===== config.mk =====
export PLATFORM = sky130hd
export DESIGN_NAME = npg_pulse_scheduler
export DESIGN_NICKNAME = d
export VERILOG_FILES = /design/src/rtl/npg_pulse_scheduler_pkg.sv /design/src/rtl/npg_pulse_scheduler_rr_arbiter.sv /design/src/rtl/npg_pulse_scheduler.sv
export SDC_FILE = /design/constraint.sdc
export NUM_CORES = 1
export LEC_CHECK = 0
export ABC_CLOCK_PERIOD_IN_PS = 3700
export CAP_MARGIN = 25
export CORE_UTILIZATION = 40
export CTS_BUF_LIST = sky130_fd_sc_hd__clkbuf_16
export CTS_CLUSTER_DIAMETER = 30
export DETAILED_ROUTE_END_ITERATION = 8
export GPL_TIMING_DRIVEN = 0
export PLACE_DENSITY = 0.72
export SLEW_MARGIN = 20
export SYNTH_ARGS = -nofsm -noshare
export SYNTH_HDL_FRONTEND = slang
export SYNTH_SLANG_ARGS = --single-unit

===== constraint.sdc =====
create_clock -name clk -period 3.7 [get_ports clk]
set_clock_uncertainty 0.1 [all_clocks]
set_input_delay 0.925 -clock clk [delete_from_list [all_inputs] [get_ports clk]]
set_output_delay 0.925 -clock clk [all_outputs]
set_load 0.05 [all_outputs]

===== src/rtl/npg_pulse_scheduler_pkg.sv =====
// Shared types, widths and helpers for the stimulation pulse scheduler.
package npg_pulse_scheduler_pkg;

    localparam int unsigned ELEC_W  = 4;
    localparam int unsigned PHASE_W = 3;
    localparam int unsigned AMP_W   = 6;
    localparam int unsigned AMP_MAX = 50;
    localparam int unsigned CNT_W   = 8;

    typedef enum logic [2:0] {
        ST_IDLE  = 3'd0,
        ST_SETUP = 3'd1,
        ST_PH_A  = 3'd2,
        ST_GAP1  = 3'd3,
        ST_PH_B  = 3'd4,
        ST_GAP2  = 3'd5,
        ST_DISCH = 3'd6,
        ST_DONE  = 3'd7
    } state_e;

    typedef struct packed {
        logic [ELEC_W-1:0]  elec1;
        logic [ELEC_W-1:0]  elec2;
        logic [PHASE_W-1:0] phase;
    } pulse_cfg_t;

    // True when exactly one electrode bit is set.
    function automatic logic onehot4(input logic [ELEC_W-1:0] v);
        return (v != '0) && ((v & (v - ELEC_W'(1))) == '0);
    endfunction

endpackage


===== src/rtl/npg_pulse_scheduler_rr_arbiter.sv =====
// Round-robin pick: first pending channel at or after rr_ptr, wrapping.
module npg_pulse_scheduler_rr_arbiter #(
    parameter int unsigned NCH   = 4,
    parameter int unsigned PTR_W = 2
) (
    input  logic [NCH-1:0]   pending,
    input  logic [PTR_W-1:0] rr_ptr,
    output logic [NCH-1:0]   pick_c
);

    // Scan channels starting at the pointer; the first hit wins.
    always_comb begin
        logic             found;
        logic [PTR_W-1:0] idx;
        pick_c = '0;
        found  = 1'b0;
        idx    = '0;
        for (int unsigned k = 0; k < NCH; k++) begin
            idx = PTR_W'((32'(rr_ptr) + k) % NCH);
            if (!found && pending[idx]) begin
                pick_c[idx] = 1'b1;
                found       = 1'b1;
            end
        end
    end

endmodule


===== src/rtl/npg_pulse_scheduler.sv =====
// Shares one biphasic output stage between NCH pulse channels, round-robin.
module npg_pulse_scheduler
    import npg_pulse_scheduler_pkg::*;
#(
    parameter int unsigned NCH        = 4,
    parameter int unsigned GAP_CYCLES = 1,
    parameter int unsigned DIS_CYCLES = 2
) (
    input  logic                  clk,
    input  logic                  resetn,
    input  logic                  enable,
    input  logic [NCH-1:0]        req,
    input  logic [NCH*ELEC_W-1:0] ch_elec1,
    input  logic [NCH*ELEC_W-1:0] ch_elec2,
    input  logic [NCH*PHASE_W-1:0] ch_phase,
    input  logic [NCH*AMP_W-1:0]  ch_amp,
    output logic [ELEC_W-1:0]     up_switches,
    output logic [ELEC_W-1:0]     down_switches,
    output logic [AMP_W-1:0]      dac_amp,
    output logic [NCH-1:0]        grant,
    output logic [NCH-1:0]        done,
    output logic [NCH-1:0]        cfg_err,
    output logic [NCH-1:0]        overrun,
    output logic                  busy
);

    localparam int unsigned PTR_W = (NCH > 1) ? $clog2(NCH) : 1;

    state_e            state_q, state_d;
    logic [CNT_W-1:0]  cnt_q, cnt_d;
    pulse_cfg_t        cfg_q, cfg_d;
    logic [NCH-1:0]    pending_q, pending_d;
    logic [NCH-1:0]    overrun_q, overrun_d;
    logic [PTR_W-1:0]  rr_ptr_q, rr_ptr_d;
    logic [ELEC_W-1:0] up_q, up_d, down_q, down_d;
    logic [AMP_W-1:0]  dac_q, dac_d;
    logic [NCH-1:0]    grant_q, grant_d, done_q, done_d, cfg_err_q, cfg_err_d;
    logic              busy_q, busy_d;

    logic [NCH-1:0]    pick_c;
    pulse_cfg_t        sel_cfg_c;
    logic [AMP_W-1:0]  sel_amp_c;
    logic [PTR_W-1:0]  next_ptr_c;
    logic              cfg_ok_c;

    npg_pulse_scheduler_rr_arbiter #(.NCH(NCH), .PTR_W(PTR_W)) u_arb (
        .pending (pending_q),
        .rr_ptr  (rr_ptr_q),
        .pick_c  (pick_c)
    );

    // Mux the picked channel's configuration; amplitude saturates at the DAC limit.
    always_comb begin
        logic [AMP_W-1:0] raw_amp;
        sel_cfg_c = '0;
        raw_amp   = '0;
        for (int i = 0; i < int'(NCH); i++) begin
            if (pick_c[i]) begin
                sel_cfg_c.elec1 = ch_elec1[i*ELEC_W +: ELEC_W];
                sel_cfg_c.elec2 = ch_elec2[i*ELEC_W +: ELEC_W];
                sel_cfg_c.phase = ch_phase[i*PHASE_W +: PHASE_W];
                raw_amp         = ch_amp[i*AMP_W +: AMP_W];
            end
        end
        sel_amp_c = (raw_amp > AMP_W'(AMP_MAX)) ? AMP_W'(AMP_MAX) : raw_amp;
    end

    // Round-robin pointer moves to the channel after the one just served.
    always_comb begin
        logic [PTR_W-1:0] idx;
        idx = '0;
        for (int unsigned i = 0; i < NCH; i++) begin
            if (grant_q[i]) idx = PTR_W'(i);
        end
        next_ptr_c = (idx == PTR_W'(NCH - 1)) ? '0 : idx + PTR_W'(1);
    end

    assign cfg_ok_c = onehot4(cfg_q.elec1) && onehot4(cfg_q.elec2) && (cfg_q.elec1 != cfg_q.elec2);

    // Next state, next registered outputs and pending/overrun bookkeeping.
    always_comb begin
        logic [NCH-1:0] clr;
        logic [NCH-1:0] exempt;
        state_d   = state_q;
        cnt_d     = cnt_q;
        cfg_d     = cfg_q;
        rr_ptr_d  = rr_ptr_q;
        grant_d   = grant_q;
        dac_d     = dac_q;
        done_d    = '0;
        cfg_err_d = '0;
        up_d      = '0;
        down_d    = '0;
        clr       = '0;
        exempt    = '0;

        case (state_q)
            ST_IDLE: begin
                if (enable && (pending_q != '0)) begin
                    state_d = ST_SETUP;
                    grant_d = pick_c;
                    dac_d   = sel_amp_c;
                    cfg_d   = sel_cfg_c;
                end
            end
            ST_SETUP: begin
                if (!enable) begin
                    state_d = ST_IDLE;
                end else if (!cfg_ok_c) begin
                    state_d   = ST_IDLE;
                    done_d    = grant_q;
                    cfg_err_d = grant_q;
                    clr       = grant_q;
                end else begin
                    state_d = ST_PH_A;
                    cnt_d   = '0;
                end
            end
            ST_PH_A: begin
                if (!enable) begin
                    state_d = ST_GAP2;
                    cnt_d   = '0;
                end else if (cnt_q == CNT_W'(cfg_q.phase)) begin
                    state_d = ST_GAP1;
                    cnt_d   = '0;
                end else begin
                    cnt_d = cnt_q + CNT_W'(1);
                end
            end
            ST_GAP1: begin
                if (!enable) begin
                    state_d = ST_GAP2;
                    cnt_d   = '0;
                end else if (cnt_q == CNT_W'(GAP_CYCLES - 1)) begin
                    state_d = ST_PH_B;
                    cnt_d   = '0;
                end else begin
                    cnt_d = cnt_q + CNT_W'(1);
                end
            end
            ST_PH_B: begin
                if (!enable || (cnt_q == CNT_W'(cfg_q.phase))) begin
                    state_d = ST_GAP2;
                    cnt_d   = '0;
                end else begin
                    cnt_d = cnt_q + CNT_W'(1);
                end
            end
            ST_GAP2: begin
                if (cnt_q == CNT_W'(GAP_CYCLES - 1)) begin
                    state_d = ST_DISCH;
                    cnt_d   = '0;
                end else begin
                    cnt_d = cnt_q + CNT_W'(1);
                end
            end
            ST_DISCH: begin
                if (cnt_q == CNT_W'(DIS_CYCLES - 1)) begin
                    state_d = ST_DONE;
                    done_d  = grant_q;
                end else begin
                    cnt_d = cnt_q + CNT_W'(1);
                end
            end
            ST_DONE: begin
                state_d  = ST_IDLE;
                clr      = grant_q;
                exempt   = grant_q;
                rr_ptr_d = next_ptr_c;
            end
            default: state_d = ST_IDLE;
        endcase

        case (state_d)
            ST_PH_A: begin
                up_d   = cfg_q.elec1;
                down_d = cfg_q.elec2;
            end
            ST_PH_B: begin
                up_d   = cfg_q.elec2;
                down_d = cfg_q.elec1;
            end
            ST_DISCH: down_d = cfg_q.elec1 | cfg_q.elec2;
            default: ;
        endcase

        if (state_d == ST_IDLE) begin
            grant_d = '0;
            dac_d   = '0;
        end
        busy_d = (state_d != ST_IDLE);

        overrun_d = overrun_q | (req & pending_q & ~exempt & {NCH{enable}});
        pending_d = enable ? ((pending_q & ~clr) | req) : '0;
    end

    // State and output registers with synchronous active-low reset.
    always_ff @(posedge clk) begin
        if (!resetn) begin
            state_q   <= ST_IDLE;
            cnt_q     <= '0;
            cfg_q     <= '0;
            pending_q <= '0;
            overrun_q <= '0;
            rr_ptr_q  <= '0;
            up_q      <= '0;
            down_q    <= '0;
            dac_q     <= '0;
            grant_q   <= '0;
            done_q    <= '0;
            cfg_err_q <= '0;
            busy_q    <= 1'b0;
        end else begin
            state_q   <= state_d;
            cnt_q     <= cnt_d;
            cfg_q     <= cfg_d;
            pending_q <= pending_d;
            overrun_q <= overrun_d;
            rr_ptr_q  <= rr_ptr_d;
            up_q      <= up_d;
            down_q    <= down_d;
            dac_q     <= dac_d;
            grant_q   <= grant_d;
            done_q    <= done_d;
            cfg_err_q <= cfg_err_d;
            busy_q    <= busy_d;
        end
    end

    assign up_switches   = up_q;
    assign down_switches = down_q;
    assign dac_amp       = dac_q;
    assign grant         = grant_q;
    assign done          = done_q;
    assign cfg_err       = cfg_err_q;
    assign overrun       = overrun_q;
    assign busy          = busy_q;

endmodule


==> reports/summary.md <==
- **result of the run** finished, violations left
- **violated checks** DRC
- **final hold viol count** 0
- **post-detailed-placement half-perimeter wirelength** 7.91 mm
- **share of layout cells above drive strength 1** 8.13%
- **wire length of the first global-routing pass** 17.8 mm
- **leakage power summed over all cells** 1.85 nW
- **final net count** 664
- **Fmax** 0.290 GHz
- **Yosys warnings** 0
- **aggregate global-route resource usage** 23.1%
- **RSZ-0062 raised after global routing** false
- **number of global-route vias before repair** 3,745
- **synthesized netlist net count** 547
- **FP Rows** 34
- **total congestion overflow** 0
- **worst slew margin relative to its limit** 54.6%
- **portion of the post-synthesis area used by sequential elements** 32.0%
- **port bufs** 105
- **share of the core filled with cells** 59.5%
- **Core ar.** 0.00881 mm2
- **aggregate routed wire length** 10.4 mm
- **CTS H-Tree Depth** 3
- **DRC violation count after routing** 5
- **mux contribution to synthesized area** 4.34%
- **WL/cell** 15.2 um
- **number of cells produced by synthesis** 458
- **number of storage elements in the synthesis netlist** 59
- **Pwr per Cell Area** 362 mW/mm2
- **vertical extent of the die** 98.0 um
- **final instance area** 0.00524 mm2
- **least setup slack across all paths after layout** 251 ps
- **worst path arrival time** 3550 ps
- **clock tree from TritonCTS** yes
- **number of enable-type register cells in the synthesized netlist** 0
- **clock buffer count from CTS** 9
- **library cell with the largest summed area after synthesis** sky130_fd_sc_hd__dfxtp_1
- **xor and xnor fraction of the mapped netlist area** 1.42%
- **die boundary width** 98.0 um
- **total iterations of the first detailed-routing run** 8
- **vias after detailed routing** 3,812
- **critical-path cell with the highest stage delay** sky130_fd_sc_hd__a221oi_4
- **commonest register cell after synthesis** sky130_fd_sc_hd__dfxtp_1
- **diode count** 0
- **number of max-slew violations in the final report** 0
- **clock latency on the worst-skew pair** 320 ps
- **arithmetic-cell share of the synthesized area counting full adders, half adders and majority gates** 5.02%
- **actual transition at the worst max-transition pin** 681 ps
- **cells along the critical path** buf_4, inv_1, ha_4, mux4_2, nor2_1, o311ai_2, a221oi_4, a221oi_1, o31a_1, a211oi_1, a2111oi_2
- **Setup violations, final** 0
- **area growth from synthesis to layout** 42.0%
- **initial core utilization** 41.9%
- **largest net degree at the start of global routing** 11
- **data required time at the worst endpoint** 3800 ps
- **die area** 0.00961 mm2
- **residual antenna-violating net count after detailed routing** 0
- **VDD IR max** 0.217 mV
- **antenna violations before repair** 0
- **# IOs** 106
- **average cell area after synthesis** 8.05 um2
- **max-cap violations** 0
- **routability cong.** 0.803
- **Power Total** 0.00190 W
- **HP Class** register to register
- **number of DRC violations after detailed-routing iteration 0** 254
- **portion of synthesized cell area occupied by the leading cell type** 32.0%
- **count of unique library cells instantiated by Yosys** 57
- **main area contributors after synthesis** sky130_fd_sc_hd__dfxtp_1 32%, sky130_fd_sc_hd__a21oi_1 5.2%, sky130_fd_sc_hd__ha_1 4.7%
- **Crit. End Element** register
- **Sum Neg Setup Slack** 0 ps
- **Tmin final** 3450 ps
- **main combinational cell family by area after synthesis** compound AO/OA/AOI/OAI gates
- **final cycle utilization of the critical path** 93.2%
- **area fraction in and, or, nand and nor cells after synthesis** 22.7%
- **sort of element at the start of the critical path** register
- **post-synth design cell area** 0.00369 mm2
- **average via count per standard cell** 5.56
- **Root Buffer Master** sky130_fd_sc_hd__clkbuf_16
- **share of the synthesized area in compound gates (AO/OA/AOI/OAI)** 28.1%
- **Clock transition at path regs** 50 ps
- **worst stage delay on the critical path** 440 ps
- **clock sink count** 59
- **CTS Buffer Depth** 2
- **Worst Path Max Fanout** 10
- **share of async-settable or async-resettable flops after synthesis** 0%
- **Setup Slack @ Placement** -246 ps
- **Placement Cell Area** 0.00489 mm2
- **worst setup path category** register to register
==> layout make-up <==
| cell class | count | area, um2 |
|---|---|---|
| flip-flops and latches | 59 | 1180 |
| clock buffers | 9 | 225 |
| plain buffers | 36 | 173 |
| repair buffers | 107 | 1070 |
| inverters | 17 | 63.8 |
| clock inverters | 5 | 71.3 |
| multi-input cells | 345 | 2320 |
| well taps | 108 | 135 |
| fillers | 798 | 3570 |
==> timing repair <==
item,CTS,global route
hold endpoints to repair,0,0
endpoints found under the setup margin,14,17
gates resized for setup,3,11
setup buffers,1,0
cloned,0,0
hold buffers,0,0
pin swaps,1,2
==> metrics by stage <==
| stage | std cells | hold slack [ps] |
|---|---|---|
| 6_report | 686 | 353 |
| 5_1_grt | 686 | 392 |
| 4_1_cts | 686 | 352 |
| 3_5_place_dp | 672 | 349 |
| 3_3_place_gp | 671 | 345 |
| 2_1_floorplan | 458 | 426 |
==> layout by cell type, fill, tap and decap left out, types with 15 or more instances in the layout <==
cell type,Yosys,final
sky130_fd_sc_hd__o21ai_0,20,20
sky130_fd_sc_hd__clkdlybuf4s50_1,0,105
sky130_fd_sc_hd__clkbuf_1,25,21
sky130_fd_sc_hd__dfxtp_1,59,58
sky130_fd_sc_hd__inv_1,16,17
sky130_fd_sc_hd__nand2_1,41,41
sky130_fd_sc_hd__or3_1,15,15
sky130_fd_sc_hd__nor2_1,41,41
sky130_fd_sc_hd__a221oi_1,16,16
sky130_fd_sc_hd__a21oi_1,38,38
==> metal layers <==
metal,up-vias,wire length [um],global-route usage (%)
li1,1908,-,-
met4,0,144,8.04
met1,1743,4580,29.5
met3,11,869,6.01
met5,-,0,0
met2,150,4840,37.5
==> worst paths after layout <==
path                            startpoint                      end  slack (ps)  depth (start not counted)
hold reg to reg    dac_amp[3]$_SDFFE_PP0P_  dac_amp[3]$_SDFFE_PP0P_         350                          2
setup reg to reg  rr_ptr_q[0]$_SDFFE_PN0N_  dac_amp[0]$_SDFFE_PP0P_         250                         11
setup / recovery  rr_ptr_q[0]$_SDFFE_PN0N_  dac_amp[0]$_SDFFE_PP0P_         250                         11
hold / removal     dac_amp[3]$_SDFFE_PP0P_  dac_amp[3]$_SDFFE_PP0P_         350                          2
==> cells in the mapped netlist, types with 5 or more instances <==
| library cell | number |
|---|---|
| sky130_fd_sc_hd__buf_2 | 6 |
| sky130_fd_sc_hd__and3_1 | 9 |
| sky130_fd_sc_hd__inv_1 | 16 |
| sky130_fd_sc_hd__a21boi_0 | 6 |
| sky130_fd_sc_hd__nor3_1 | 10 |
| sky130_fd_sc_hd__nor2b_1 | 13 |
| sky130_fd_sc_hd__dfxtp_1 | 59 |
| sky130_fd_sc_hd__or3_1 | 15 |
| sky130_fd_sc_hd__nand2_1 | 41 |
| sky130_fd_sc_hd__a211oi_1 | 6 |
| sky130_fd_sc_hd__clkbuf_1 | 25 |
| sky130_fd_sc_hd__ha_1 | 14 |
| sky130_fd_sc_hd__o21ai_0 | 20 |
| sky130_fd_sc_hd__and2_1 | 7 |
| sky130_fd_sc_hd__mux2i_1 | 7 |
| sky130_fd_sc_hd__a221oi_1 | 16 |
| sky130_fd_sc_hd__o21a_1 | 12 |
| sky130_fd_sc_hd__o211ai_1 | 5 |
| sky130_fd_sc_hd__a21oi_1 | 38 |
| sky130_fd_sc_hd__nand2b_1 | 6 |
| sky130_fd_sc_hd__a22oi_1 | 10 |
| sky130_fd_sc_hd__nor2_1 | 41 |
| sky130_fd_sc_hd__nand3_1 | 8 |
==> where the power goes <==
part	internal [W]	leakage [nW]	switching, W	total [W]
registers	0.000656	0.479	0.0000220	0.000678
logic	0.000180	1.23	0.000194	0.000374
clock network	0.000573	0.148	0.000273	0.000847
total	0.00141	1.85	0.000489	0.00190
==> state kept, by name, indices dropped and copies added (netlist names) <==
name           flops
overrun            4
up_switches        4
done               4
pending_q          4
cnt_q              8
state_q            3
dac_amp            6
cfg_q             11
cfg_err            4
busy               1
grant              4
rr_ptr_q           2
down_switches      4
==> critical path, delay by kind of cell, from the launching register on <==
family	cells	cell delay [ps]
AO/OA/AOI/OAI	6	1550
adder cells (fa/ha/maj)	1	340
buffers and inverters	2	340
flip-flops	1	380
multiplexers	1	380
AND/OR/NAND/NOR	1	220
==> cell families after synthesis <==
logic type               Yosys count
AND/OR/NAND/NOR                  167
AO/OA/AOI/OAI                    146
flip-flops                        59
buffers and inverters             54
adder cells (fa/ha/maj)           15
multiplexers                      11
XOR/XNOR                           6
No activity file was read; power rests on OpenSTA's default activity.
